**config.mk**
```make
export PLATFORM = sky130hd
export DESIGN_NAME = cordic_phase_arbiter
export DESIGN_NICKNAME = d
export VERILOG_FILES = /design/src/rtl/cordic_phase_arbiter_pkg.sv /design/src/rtl/cordic_phase_arbiter_tag_fifo.sv /design/src/rtl/cordic_phase_arbiter.sv
export SDC_FILE = /design/constraint.sdc
export NUM_CORES = 1
export LEC_CHECK = 0
export ABC_AREA = 1
export CORE_ASPECT_RATIO = 0.6
export CORE_UTILIZATION = 51
export DETAILED_ROUTE_END_ITERATION = 12
export MAX_ROUTING_LAYER = met4
export PLACE_DENSITY = 0.8
export RECOVER_POWER = 100
export SYNTH_ARGS = -nofsm -noshare
export SYNTH_HDL_FRONTEND = slang
export SYNTH_HIERARCHICAL = 1
export SYNTH_SLANG_ARGS = --single-unit
```
**constraint.sdc**
```tcl
create_clock -name aclk -period 5.6 [get_ports aclk]
set_clock_uncertainty 0.2 [all_clocks]
set_input_delay 1.4 -clock aclk [delete_from_list [all_inputs] [get_ports aclk]]
set_output_delay 1.4 -clock aclk [all_outputs]
set_load 0.01 [all_outputs]
```
**src/rtl/cordic_phase_arbiter_pkg.sv**
```systemverilog
`timescale 1ns/1ps
`default_nettype none
// ============================================================================
//  Module      : cordic_arb_pkg
//  Description : Shared constants, FSM encoding and round-robin search helper
//                for the CORDIC phase arbiter.
//  Revision    : 1.0 - initial release
// ============================================================================
package cordic_arb_pkg;

    // +pi in 1.2.13 signed fixed point
    localparam logic signed [15:0] PI_Q13 = 16'sh6488;

    // Largest requester count the search helper supports
    localparam int MAX_REQ = 8;

    typedef enum logic [0:0] {
        ST_DRAIN = 1'b0,
        ST_RUN   = 1'b1
    } arb_state_e;

    // First set bit of valid at or above start (wrapping modulo n); -1 if none
    function automatic int rr_search(input logic [MAX_REQ-1:0] valid,
                                     input logic [2:0]         start,
                                     input int                 n);
        int         pick;
        logic [2:0] idx;
        pick = -1;
        for (int k = 0; k < MAX_REQ; k++) begin
            idx = 3'((int'(start) + k) % n);
            if ((k < n) && (pick < 0) && valid[idx]) begin
                pick = int'(idx);
            end
        end
        return pick;
    endfunction

endpackage
`default_nettype wire

```
**src/rtl/cordic_phase_arbiter_tag_fifo.sv**
```systemverilog
`timescale 1ns/1ps
`default_nettype none
// ============================================================================
//  Module      : tag_fifo
//  Description : Synchronous first-word-fall-through FIFO holding requester
//                tags of phases in flight through the CORDIC core.
//  Revision    : 1.0 - initial release
// ============================================================================
module tag_fifo #(
    parameter int TAG_W = 2,
    parameter int DEPTH = 32
) (
    input  logic                     clk,
    input  logic                     rst,
    input  logic                     i_push,
    input  logic [TAG_W-1:0]         i_push_tag,
    input  logic                     i_pop,
    output logic [TAG_W-1:0]         o_pop_tag,
    output logic                     o_empty,
    output logic [$clog2(DEPTH):0]   o_level
);

    localparam int PTR_W = $clog2(DEPTH);

    logic [TAG_W-1:0] r_mem [DEPTH];
    logic [PTR_W-1:0] r_wr_ptr;
    logic [PTR_W-1:0] r_rd_ptr;
    logic [PTR_W:0]   r_count;

    // Storage array; contents need no reset since the count gates reads
    always_ff @(posedge clk) begin
        if (i_push) begin
            r_mem[r_wr_ptr] <= i_push_tag;
        end
    end

    // Pointers and occupancy; push and pop together leave the level unchanged
    always_ff @(posedge clk) begin
        if (rst) begin
            r_wr_ptr <= '0;
            r_rd_ptr <= '0;
            r_count  <= '0;
        end else begin
            if (i_push) r_wr_ptr <= r_wr_ptr + 1'b1;
            if (i_pop)  r_rd_ptr <= r_rd_ptr + 1'b1;
            case ({i_push, i_pop})
                2'b10:   r_count <= r_count + 1'b1;
                2'b01:   r_count <= r_count - 1'b1;
                default: r_count <= r_count;
            endcase
        end
    end

    assign o_pop_tag = r_mem[r_rd_ptr];
    assign o_empty   = (r_count == '0);
    assign o_level   = r_count;

endmodule
`default_nettype wire

```
**src/rtl/cordic_phase_arbiter.sv**
```systemverilog
`timescale 1ns/1ps
`default_nettype none
// ============================================================================
//  Module      : cordic_phase_arbiter
//  Description : Round-robin sharing of one sin/cos CORDIC core between
//                N_REQ phase requesters, with tag-based result steering,
//                phase range clamping and a post-reset drain window.
//  Revision    : 1.0 - initial release
// ============================================================================
module cordic_phase_arbiter
    import cordic_arb_pkg::*;
#(
    parameter int N_REQ      = 4,
    parameter int WIDTH      = 16,
    parameter int LATENCY    = 20,
    parameter int FIFO_DEPTH = 32
) (
    input  logic                     aclk,
    input  logic                     reset,
    input  logic [N_REQ-1:0]         req_valid,
    input  logic [N_REQ*WIDTH-1:0]   req_phase,
    output logic [N_REQ-1:0]         req_ready,
    output logic                     phase_valid,
    output logic [WIDTH-1:0]         phase,
    input  logic                     sin_cos_valid,
    input  logic [WIDTH-1:0]         sin,
    input  logic [WIDTH-1:0]         cos,
    output logic [N_REQ-1:0]         rsp_valid,
    output logic [WIDTH-1:0]         rsp_sin,
    output logic [WIDTH-1:0]         rsp_cos,
    output logic                     err_range,
    output logic                     err_orphan
);

    localparam int TAG_W = (N_REQ > 1) ? $clog2(N_REQ) : 1;
    localparam int LVL_W = $clog2(FIFO_DEPTH) + 1;
    localparam int CNT_W = $clog2(LATENCY + 1);

    localparam logic [CNT_W-1:0]        c_DRAIN_LOAD = CNT_W'(LATENCY);
    localparam logic [CNT_W-1:0]        c_DRAIN_LAST = CNT_W'(1);
    localparam logic [LVL_W-1:0]        c_FULL_LVL   = LVL_W'(FIFO_DEPTH);
    localparam logic [TAG_W-1:0]        c_LAST_REQ   = TAG_W'(N_REQ - 1);
    localparam logic signed [WIDTH-1:0] c_PI_POS     = WIDTH'(PI_Q13);
    localparam logic signed [WIDTH-1:0] c_PI_NEG     = -c_PI_POS;

    arb_state_e              r_state;
    arb_state_e              w_state_nxt;
    logic [CNT_W-1:0]        r_drain_cnt;
    logic                    w_run;
    logic [TAG_W-1:0]        r_rr;
    int                      w_pick;
    logic [TAG_W-1:0]        w_winner;
    logic [N_REQ-1:0]        w_ready;
    logic                    w_accept;
    logic                    w_room;
    logic                    w_pop;
    logic                    w_orphan;
    logic signed [WIDTH-1:0] w_phase_arr [N_REQ];
    logic signed [WIDTH-1:0] w_sel_phase;
    logic signed [WIDTH-1:0] w_clamped;
    logic                    w_out_of_range;
    logic [TAG_W-1:0]        w_pop_tag;
    logic                    w_fifo_empty;
    logic [LVL_W-1:0]        w_fifo_level;
    logic                    r_phase_valid;
    logic [WIDTH-1:0]        r_phase;
    logic [N_REQ-1:0]        r_rsp_valid;
    logic [WIDTH-1:0]        r_rsp_sin;
    logic [WIDTH-1:0]        r_rsp_cos;
    logic                    r_err_range;
    logic                    r_err_orphan;

    generate
        for (genvar gi = 0; gi < N_REQ; gi++) begin : g_phase_unpack
            assign w_phase_arr[gi] = req_phase[gi*WIDTH +: WIDTH];
        end
    endgenerate

    // FSM state register
    always_ff @(posedge aclk) begin
        if (reset) r_state <= ST_DRAIN;
        else       r_state <= w_state_nxt;
    end

    // FSM next state: leave DRAIN once the in-flight window has elapsed
    always_comb begin
        w_state_nxt = r_state;
        case (r_state)
            ST_DRAIN: if (r_drain_cnt <= c_DRAIN_LAST) w_state_nxt = ST_RUN;
            ST_RUN:   w_state_nxt = ST_RUN;
            default:  w_state_nxt = ST_DRAIN;
        endcase
    end

    // FSM outputs; nothing is granted or popped while reset is held
    always_comb begin
        w_run = (r_state == ST_RUN) && !reset;
    end

    // Drain counter covers the core latency so stale results are discarded
    always_ff @(posedge aclk) begin
        if (reset)                            r_drain_cnt <= c_DRAIN_LOAD;
        else if (!w_run && r_drain_cnt != '0) r_drain_cnt <= r_drain_cnt - 1'b1;
    end

    // Result return and orphan detection; a pop frees a slot this same cycle
    always_comb begin
        w_pop    = w_run && sin_cos_valid && !w_fifo_empty;
        w_orphan = w_run && sin_cos_valid &&  w_fifo_empty;
        w_room   = (w_fifo_level != c_FULL_LVL) || w_pop;
    end

    // Round-robin pick and one-hot grant, gated by RUN and tag FIFO room
    always_comb begin
        w_pick   = rr_search(MAX_REQ'(req_valid), 3'(r_rr), N_REQ);
        w_winner = TAG_W'(w_pick);
        w_ready  = '0;
        if (w_run && (w_pick >= 0) && w_room) begin
            w_ready[w_winner] = 1'b1;
        end
        w_accept = |w_ready;
    end

    // Clamp the winning phase into [-pi, +pi]
    always_comb begin
        w_sel_phase    = w_phase_arr[w_winner];
        w_clamped      = w_sel_phase;
        w_out_of_range = 1'b0;
        if (w_sel_phase > c_PI_POS) begin
            w_clamped      = c_PI_POS;
            w_out_of_range = 1'b1;
        end else if (w_sel_phase < c_PI_NEG) begin
            w_clamped      = c_PI_NEG;
            w_out_of_range = 1'b1;
        end
    end

    // Issue register toward the core; phase holds when idle
    always_ff @(posedge aclk) begin
        if (reset) begin
            r_phase_valid <= 1'b0;
            r_phase       <= '0;
        end else begin
            r_phase_valid <= w_accept;
            if (w_accept) r_phase <= w_clamped;
        end
    end

    // Round-robin pointer moves past the requester just served
    always_ff @(posedge aclk) begin
        if (reset)         r_rr <= '0;
        else if (w_accept) r_rr <= (w_winner == c_LAST_REQ) ? '0 : w_winner + 1'b1;
    end

    // Response register steers core data to the tagged requester
    always_ff @(posedge aclk) begin
        if (reset) begin
            r_rsp_valid <= '0;
            r_rsp_sin   <= '0;
            r_rsp_cos   <= '0;
        end else begin
            r_rsp_valid <= w_pop ? (N_REQ'(1) << w_pop_tag) : '0;
            if (w_pop) begin
                r_rsp_sin <= sin;
                r_rsp_cos <= cos;
            end
        end
    end

    // Sticky error flags, cleared only by reset
    always_ff @(posedge aclk) begin
        if (reset) begin
            r_err_range  <= 1'b0;
            r_err_orphan <= 1'b0;
        end else begin
            if (w_accept && w_out_of_range) r_err_range  <= 1'b1;
            if (w_orphan)                   r_err_orphan <= 1'b1;
        end
    end

    tag_fifo #(
        .TAG_W (TAG_W),
        .DEPTH (FIFO_DEPTH)
    ) u_tag_fifo (
        .clk        (aclk),
        .rst        (reset),
        .i_push     (w_accept),
        .i_push_tag (w_winner),
        .i_pop      (w_pop),
        .o_pop_tag  (w_pop_tag),
        .o_empty    (w_fifo_empty),
        .o_level    (w_fifo_level)
    );

    assign req_ready   = w_ready;
    assign phase_valid = r_phase_valid;
    assign phase       = r_phase;
    assign rsp_valid   = r_rsp_valid;
    assign rsp_sin     = r_rsp_sin;
    assign rsp_cos     = r_rsp_cos;
    assign err_range   = r_err_range;
    assign err_orphan  = r_err_orphan;

endmodule
`default_nettype wire

```
# Word level (Yosys, flattened, before mapping)
# Memories as Yosys holds them, arrays and structs flattened. A register that Yosys moved wholly into a read port is not among the register bits.
# Index checks and enable logic that the tools add are counted.
[word_totals]
regBits = 79
ram_bits = 64
input_bits = 103
out_inout_bits = 59
wordCells = 102
memories = 1
[mem_list]
columns = ["memory", "depth", "word_bits", "rd", "rd_clocked_by_memory_dff", "wr", "line", "text"]
rows = [
  ["u_tag_fifo.r_mem", 32, 2, 1, 1, 1, "cordic_phase_arbiter_tag_fifo.sv:25", "logic [TAG_W-1:0] r_mem [DEPTH];"],
]
[classes]
n_addsub = 9
n_lt_le_gt_ge = 14
n_eq_ne = 4
shift = 1
n_mux = 30
bitwise_logic = 6
n_reduce_logical = 24
[ops]
columns = ["cell", "count"]
rows = [
  ["$mux W32", 4],
  ["$lt A32 B1 Y1 const B", 3],
  ["$mux W16", 4],
  ["$bmux W16 S2", 1],
  ["$ge A32 B1 Y1 const B", 1],
  ["$gt A16 B16 Y1 const B", 1],
  ["$lt A16 B16 Y1 const B", 1],
  ["$logic_and A1 B1 Y1", 12],
  ["$lt A3 B4 Y1 const B", 3],
  ["$pmux W6 S2", 1],
  ["$add A5 B1 Y5 const B", 2],
  ["$mux W1", 10],
  ["$mux W5", 2],
  ["$bmux W1 S3", 3],
  ["$reduce_or A2 Y1", 4],
  ["$add A6 B1 Y6 const B", 1],
  ["$logic_not A6 Y1", 1],
  ["$ne A6 B6 Y1 const B", 1],
  ["$sub A6 B1 Y6 const B", 1],
  ["$le A5 B1 Y1 const B", 1],
  ["$reduce_bool A5 Y1", 1],
  ["$sub A5 B1 Y5 const B", 1],
  ["$add A2 B1 Y2 const B", 2],
  ["$add A2 B2 Y2 const B", 2],
  ["19 further kinds", 25],
]

# Logic depth before layout (Yosys ltp)
[depth]
word_depth = 21
mapped_depth = 34
mapped_depth_nobuf = 29

# Cells and area by module
# Netlist, hierarchy kept.
[modules_own_cells]
columns = ["mod", "instances", "cells_per_inst", "area_per_inst_um2", "seq_area_each_um2"]
rows = [
  ["tag_fifo", 1, 406, 3908.7, 2342.2],
  ["cordic_phase_arbiter", 1, 537, 3648.5, 1261.2],
]

# Least setup slack after synthesis
# No wires, ideal clock.
[synth_path]
path_type = "input -> register"
from = "input port req_valid[3]"
to = "register u_tag_fifo.r_count[4], in the netlist u_tag_fifo/o_level[4]"
setup_ps = 109
arrival_time_ps = 4775
required_time_ps = 5291
setup_slack_ps = 515
stages = 31
path_buffers = 4
path_cell_list = "inv_1 nand2_1 nand3_2 nand2_2 nor2_4 nand3_1 nand2_2 nor2_8 buf_6 ha_1 inv_1 nor2_1 nor2_1 nand2_1 buf_2 buf_2 inv_1 ha_1 buf_6 inv_2 nand2_1 nand2_2 inv_1 ha_1 o21bai_1 nand2_1 nand2_1 nand2_1 nand3_1 nand2_1 inv_1"
[synth_lines]
columns = ["element", "line", "text"]
rows = [
  ["start, declared", "cordic_phase_arbiter.sv:20", "input logic [N_REQ-1:0] req_valid,"],
  ["end signal, assigned", "cordic_phase_arbiter_tag_fifo.sv:47", "2'b10: r_count <= r_count + 1'b1;"],
  ["end signal, assigned", "cordic_phase_arbiter_tag_fifo.sv:48", "2'b01: r_count <= r_count - 1'b1;"],
  ["end signal, assigned", "cordic_phase_arbiter_tag_fifo.sv:49", "default: r_count <= r_count;"],
  ["end, declared", "cordic_phase_arbiter_tag_fifo.sv:28", "logic [PTR_W:0] r_count;"],
]

# Final worst setup path
[layout_path]
from = "input port req_valid[1]"
to = "output port req_ready[3]"
[layout_via]
elab_chain_len = 17
elab_cells_between_ends = 27
cone_classes = "6 x order compare; 15 x mux; 6 x reduce/logical"
[layout_lines]
columns = ["element", "line", "text"]
rows = [
  ["$bmux W1 S2", "cordic_phase_arbiter_pkg.sv:31", "if ((k < n) && (pick < 0) && valid[idx]) begin"],
  ["$mux W1 (implied by the code)", "cordic_phase_arbiter_pkg.sv:31", ""],
  ["$mux W32", "cordic_phase_arbiter_pkg.sv:31", ""],
  ["$lt A32 B1 Y1", "cordic_phase_arbiter_pkg.sv:31", ""],
  ["$logic_and A1 B1 Y1", "cordic_phase_arbiter_pkg.sv:31", ""],
  ["$mux W32", "cordic_phase_arbiter_pkg.sv:31", ""],
  ["$lt A32 B1 Y1", "cordic_phase_arbiter_pkg.sv:31", ""],
  ["$logic_and A1 B1 Y1", "cordic_phase_arbiter_pkg.sv:31", ""],
  ["$mux W32", "cordic_phase_arbiter_pkg.sv:31", ""],
  ["$lt A32 B1 Y1", "cordic_phase_arbiter_pkg.sv:31", ""],
  ["$logic_and A1 B1 Y1", "cordic_phase_arbiter_pkg.sv:31", ""],
  ["$mux W32 (*)", "cordic_phase_arbiter_pkg.sv:31", ""],
  ["branches (longest 4 deep; another with $ge A32 B1 Y1)", "n/a", ""],
  ["$mux W4 (*)", "cordic_phase_arbiter.sv:118", "if (w_run && (w_pick >= 0) && w_room) begin"],
  ["end, declared", "cordic_phase_arbiter.sv:22", "output logic [N_REQ-1:0] req_ready,"],
]
# Every way passes the cells marked *. The select of a mux whose other input is x is not followed.

==> flow_summary_export.csv <==
group,metric,value,unit
floorplanning,die_w,159,microns
grt,overflow,0,
cts,cts_buffer_depth,2,
sta,period_share,97.1,%
yosys,synth_area_per_cell,8.01,sq um
grt,grt_first_pass_wirelength,32.1,mm
yosys,async_flop_share,0,%
yosys,synthMuxAreaShare,0,%
yosys,synth.largest_area_cell,"edfxtp_1",
placement,routabilityCongestion,0.918,
yosys,ys_ff_latch,148,
worst_setup_path,ff2ff_path_depth,22,
yosys,synthAdderAreaFrac,2.48,%
cts,clock_latency,420,ps
sta,setup_ws,163,ps
yosys,synthesis.area,7560,sq um
cts,holdBufCountCts,0,
sta,final_hold_viol_count,0,
power_and_ir_drop,power_density,266,nW/um^2
drt,drc_errors,0,
layout,nets,1216,
layout,fillers,1183,
yosys,synth_top_cell_area_share,25.4,%
yosys,ys_seq_area_share,47.7,%
cts,cts_sinks,148,
placement,hpwl,14.0,mm
power_and_ir_drop,power.leakage,4.12,nW
grt,antenna_found_initial,0,
min_path,hold_end,"err_orphan",
sta,grt_setup_unrepaired,"false",
placement,preCtsSetupSlack,218,ps
sta,min_period,5440,ps
power_and_ir_drop,switchingPower,0.000711,W
drt,wl,20.1,mm
yosys,synth-compound-area-share,9.27,%
floorplanning,ios,162,
drt,wl_per_cell,15.4,microns
drt,dr.first_iter.drc_count,737,
outcome,status,"finished with violations",
worst_setup_path,endpoint_kind,"output port",
min_path,hold_class,"flop to flop",
yosys,synth_edf_count,64,
yosys,synth-simple-area-share,31.8,%
drt,routed_via_density,5.27,
sta,hold_slack,254,ps
layout,seq_area,3600,sq um
min_path,worstHoldStart,"err_orphan",
sta,worstMarginPinSlew,1850,ps
power_and_ir_drop,power.share.clock,42.2,%
power_and_ir_drop,p_int,0.00188,W
floorplanning,die_area,15300,sq um
sta,slew_headroom,-23.6,%
worst_setup_path,regToRegStartpoint,"r_rr[0]",
power_and_ir_drop,pwr-share-seq,44.5,%
sta,setup_viol,0,
sta,fin_setup_tns,0,ps
grt,grt_pass1_vias,6366,
worst_setup_path,critical_path_class,"input pin to output port",
drt,dr.pass1.iters,6,
yosys,yosys_warnings,6,
yosys,synth-xor-area-share,0.563,%
yosys,synth_ff_type,"dfxtp_1",
outcome,violations,"max-capacitance violations, max-slew violations",
cts,cts_tree,"done",
run,maxCapViolations,3,
worst_setup_path,cp.arrival,3840,ps
worst_setup_path,r2r_slack,1230,ps
cts,cts_buffers,17,
yosys,synth.distinct_cells,43,
power_and_ir_drop,ir_drop,0.190,mV
worst_setup_path,crit_path_start_kind,"input pin",
floorplanning,num_rows,34,
placement,numPortBuffers,161,
yosys,netlist_instances,943,
layout,insertedDiodeCount,0,
cts,h-tree-depth,4,
worst_setup_path,required,4000,ps
min_path,holdPathStages,2,
drt,postRouteAntennaNets,0,
floorplanning,core,14500,sq um
layout,multi_input_comb_area,3290,sq um
layout,drive_gt1_share,8.73,%
yosys,ys_top_cells_by_count,"nand2_1 (222), nor2_1 (132), nand3_1 (116)",
grt,track_usage,27.6,%
yosys,netlist_top_cells_area,"edfxtp_1 (25%), dfxtp_1 (22%), nand2_1 (11%)",
layout,area_growth,28.7,%
power_and_ir_drop,p_comb_share,13.3,%
drt,vias,6903,
cts,post_cts_resized,0,
worst_setup_path,r2r_end,"phase[12]",
sta,finalMaxSlewViolations,123,
grt,grt_max_degree,45,
worst_setup_path,critPathMaxFanout,4,
cts,clk_pin_slew,70,ps
cts,root_buffer,"clkbuf_16",
yosys,synth_top_family_by_area,"simple AND/OR/NAND/NOR gates",
yosys,syn_nets,1061,
floorplanning,die_h,96.3,microns
yosys,yosysMostFrequentCell,"nand2_1",
sta,fmax,0.184,GHz
floorplanning,start_util,52.2,%
power_and_ir_drop,p_sw_share,27.5,%
cts,cts_setup_buffers,0,
stage by stage:
stage                     util, %  cells  total power [W]  cell area, sq um
after global placement       63.8   1277          0.00151              9230
after CTS                    67.7   1309          0.00260              9790
after floorplan                 -    943          0.00138              7560
after global routing         67.2   1309          0.00267              9730
after detailed placement     63.8   1277          0.00152              9230
final                        67.2   1309          0.00259              9730
placed cells by master (no fill, tap or decap), types with 5 or more instances in the layout:
cell type	count
ha_1	15
inv_1	67
inv_6	6
nand2_1	223
a21oi_2	8
o21ai_0	52
nand3_1	121
buf_4	10
inv_2	6
nand2_4	6
dfxtp_1	84
nor2_2	5
nor2_1	133
edfxtp_1	64
clkbuf_1	6
a21oi_1	43
clkbuf_16	17
clkdlybuf4s50_1	105
nand2_2	15
nor3_1	13
nand3_2	5
nand3b_1	6
dlygate4sd3_1	56
inv_8	5
routing by layer:
layer | global-route usage (%) | share of wire, % | vias up
li1 | - | - | 3420
met1 | 38.6 | 48 | 3167
met2 | 40.9 | 42 | 299
met3 | 6.29 | 9.4 | 17
met4 | 6.01 | 0.59 | 0
met5 | - | 0 | -
power groups by stage:
stage	sequential, W	combinational [W]	clock (W)
after detailed placement	0.00117	0.000343	0
after global routing	0.00115	0.000378	0.00114
after CTS	0.00115	0.000346	0.00110
final	0.00115	0.000344	0.00109
after floorplan	0.00117	0.000204	0
after global placement	0.00117	0.000340	0
logic make-up (layout without fill, tap and decap cells):
group	count (synthesis)	in the layout
DFF	148	148
and+or+nand+nor	535	535
xor gates and xnor gates	4	4
adders and majority gates	15	15
buffers and inverters	119	287
AOI/OAI and AO/OA	122	122
sequential cells by signal, summed over array words and instances (netlist names), 2 cells and up, named ones only:
| name | cells |
|---|---|
| u_tag_fifo/r_mem | 64 |
| phase | 16 |
| rsp_cos | 16 |
| rsp_sin | 16 |
| u_tag_fifo/o_level | 6 |
| r_drain_cnt | 5 |
| u_tag_fifo/r_rd_ptr | 5 |
| u_tag_fifo/r_wr_ptr | 5 |
| rsp_valid | 4 |
| r_rr | 2 |
worst max path at each step:
stage,from,to,slack (ps),cells after the start
final,req_valid[1],req_ready[3],160,13
after global routing,req_valid[1],req_ready[3],20,13
after CTS,req_valid[1],req_ready[3],220,13
after detailed placement,req_valid[1],req_ready[3],220,13
after global placement,req_valid[1],req_ready[3],280,13
after floorplan,req_valid[3],u_tag_fifo/o_level[4],520,31
cell type report:
cell class	count	area share (%)
flip-flops and latches	148	37.0
multi-input cells	676	33.8
repair buffers	178	17.8
clock buffers	17	4.37
inverters	77	3.05
well taps	198	2.55
clock inverters	15	1.36
worst max-delay path, stage by stage:
cell and delay [ps]:
clkdlybuf4s50_1 520, inv_1 80, nand2_1 100, nand3_1 80
nand2_1 120, inv_1 90, nand4_1 140, inv_1 110
nor2_8 160, ha_1 180, inv_1 60, nor2_1 210
clkdlybuf4s50_1 590
Power figures use the tool's default switching activity.
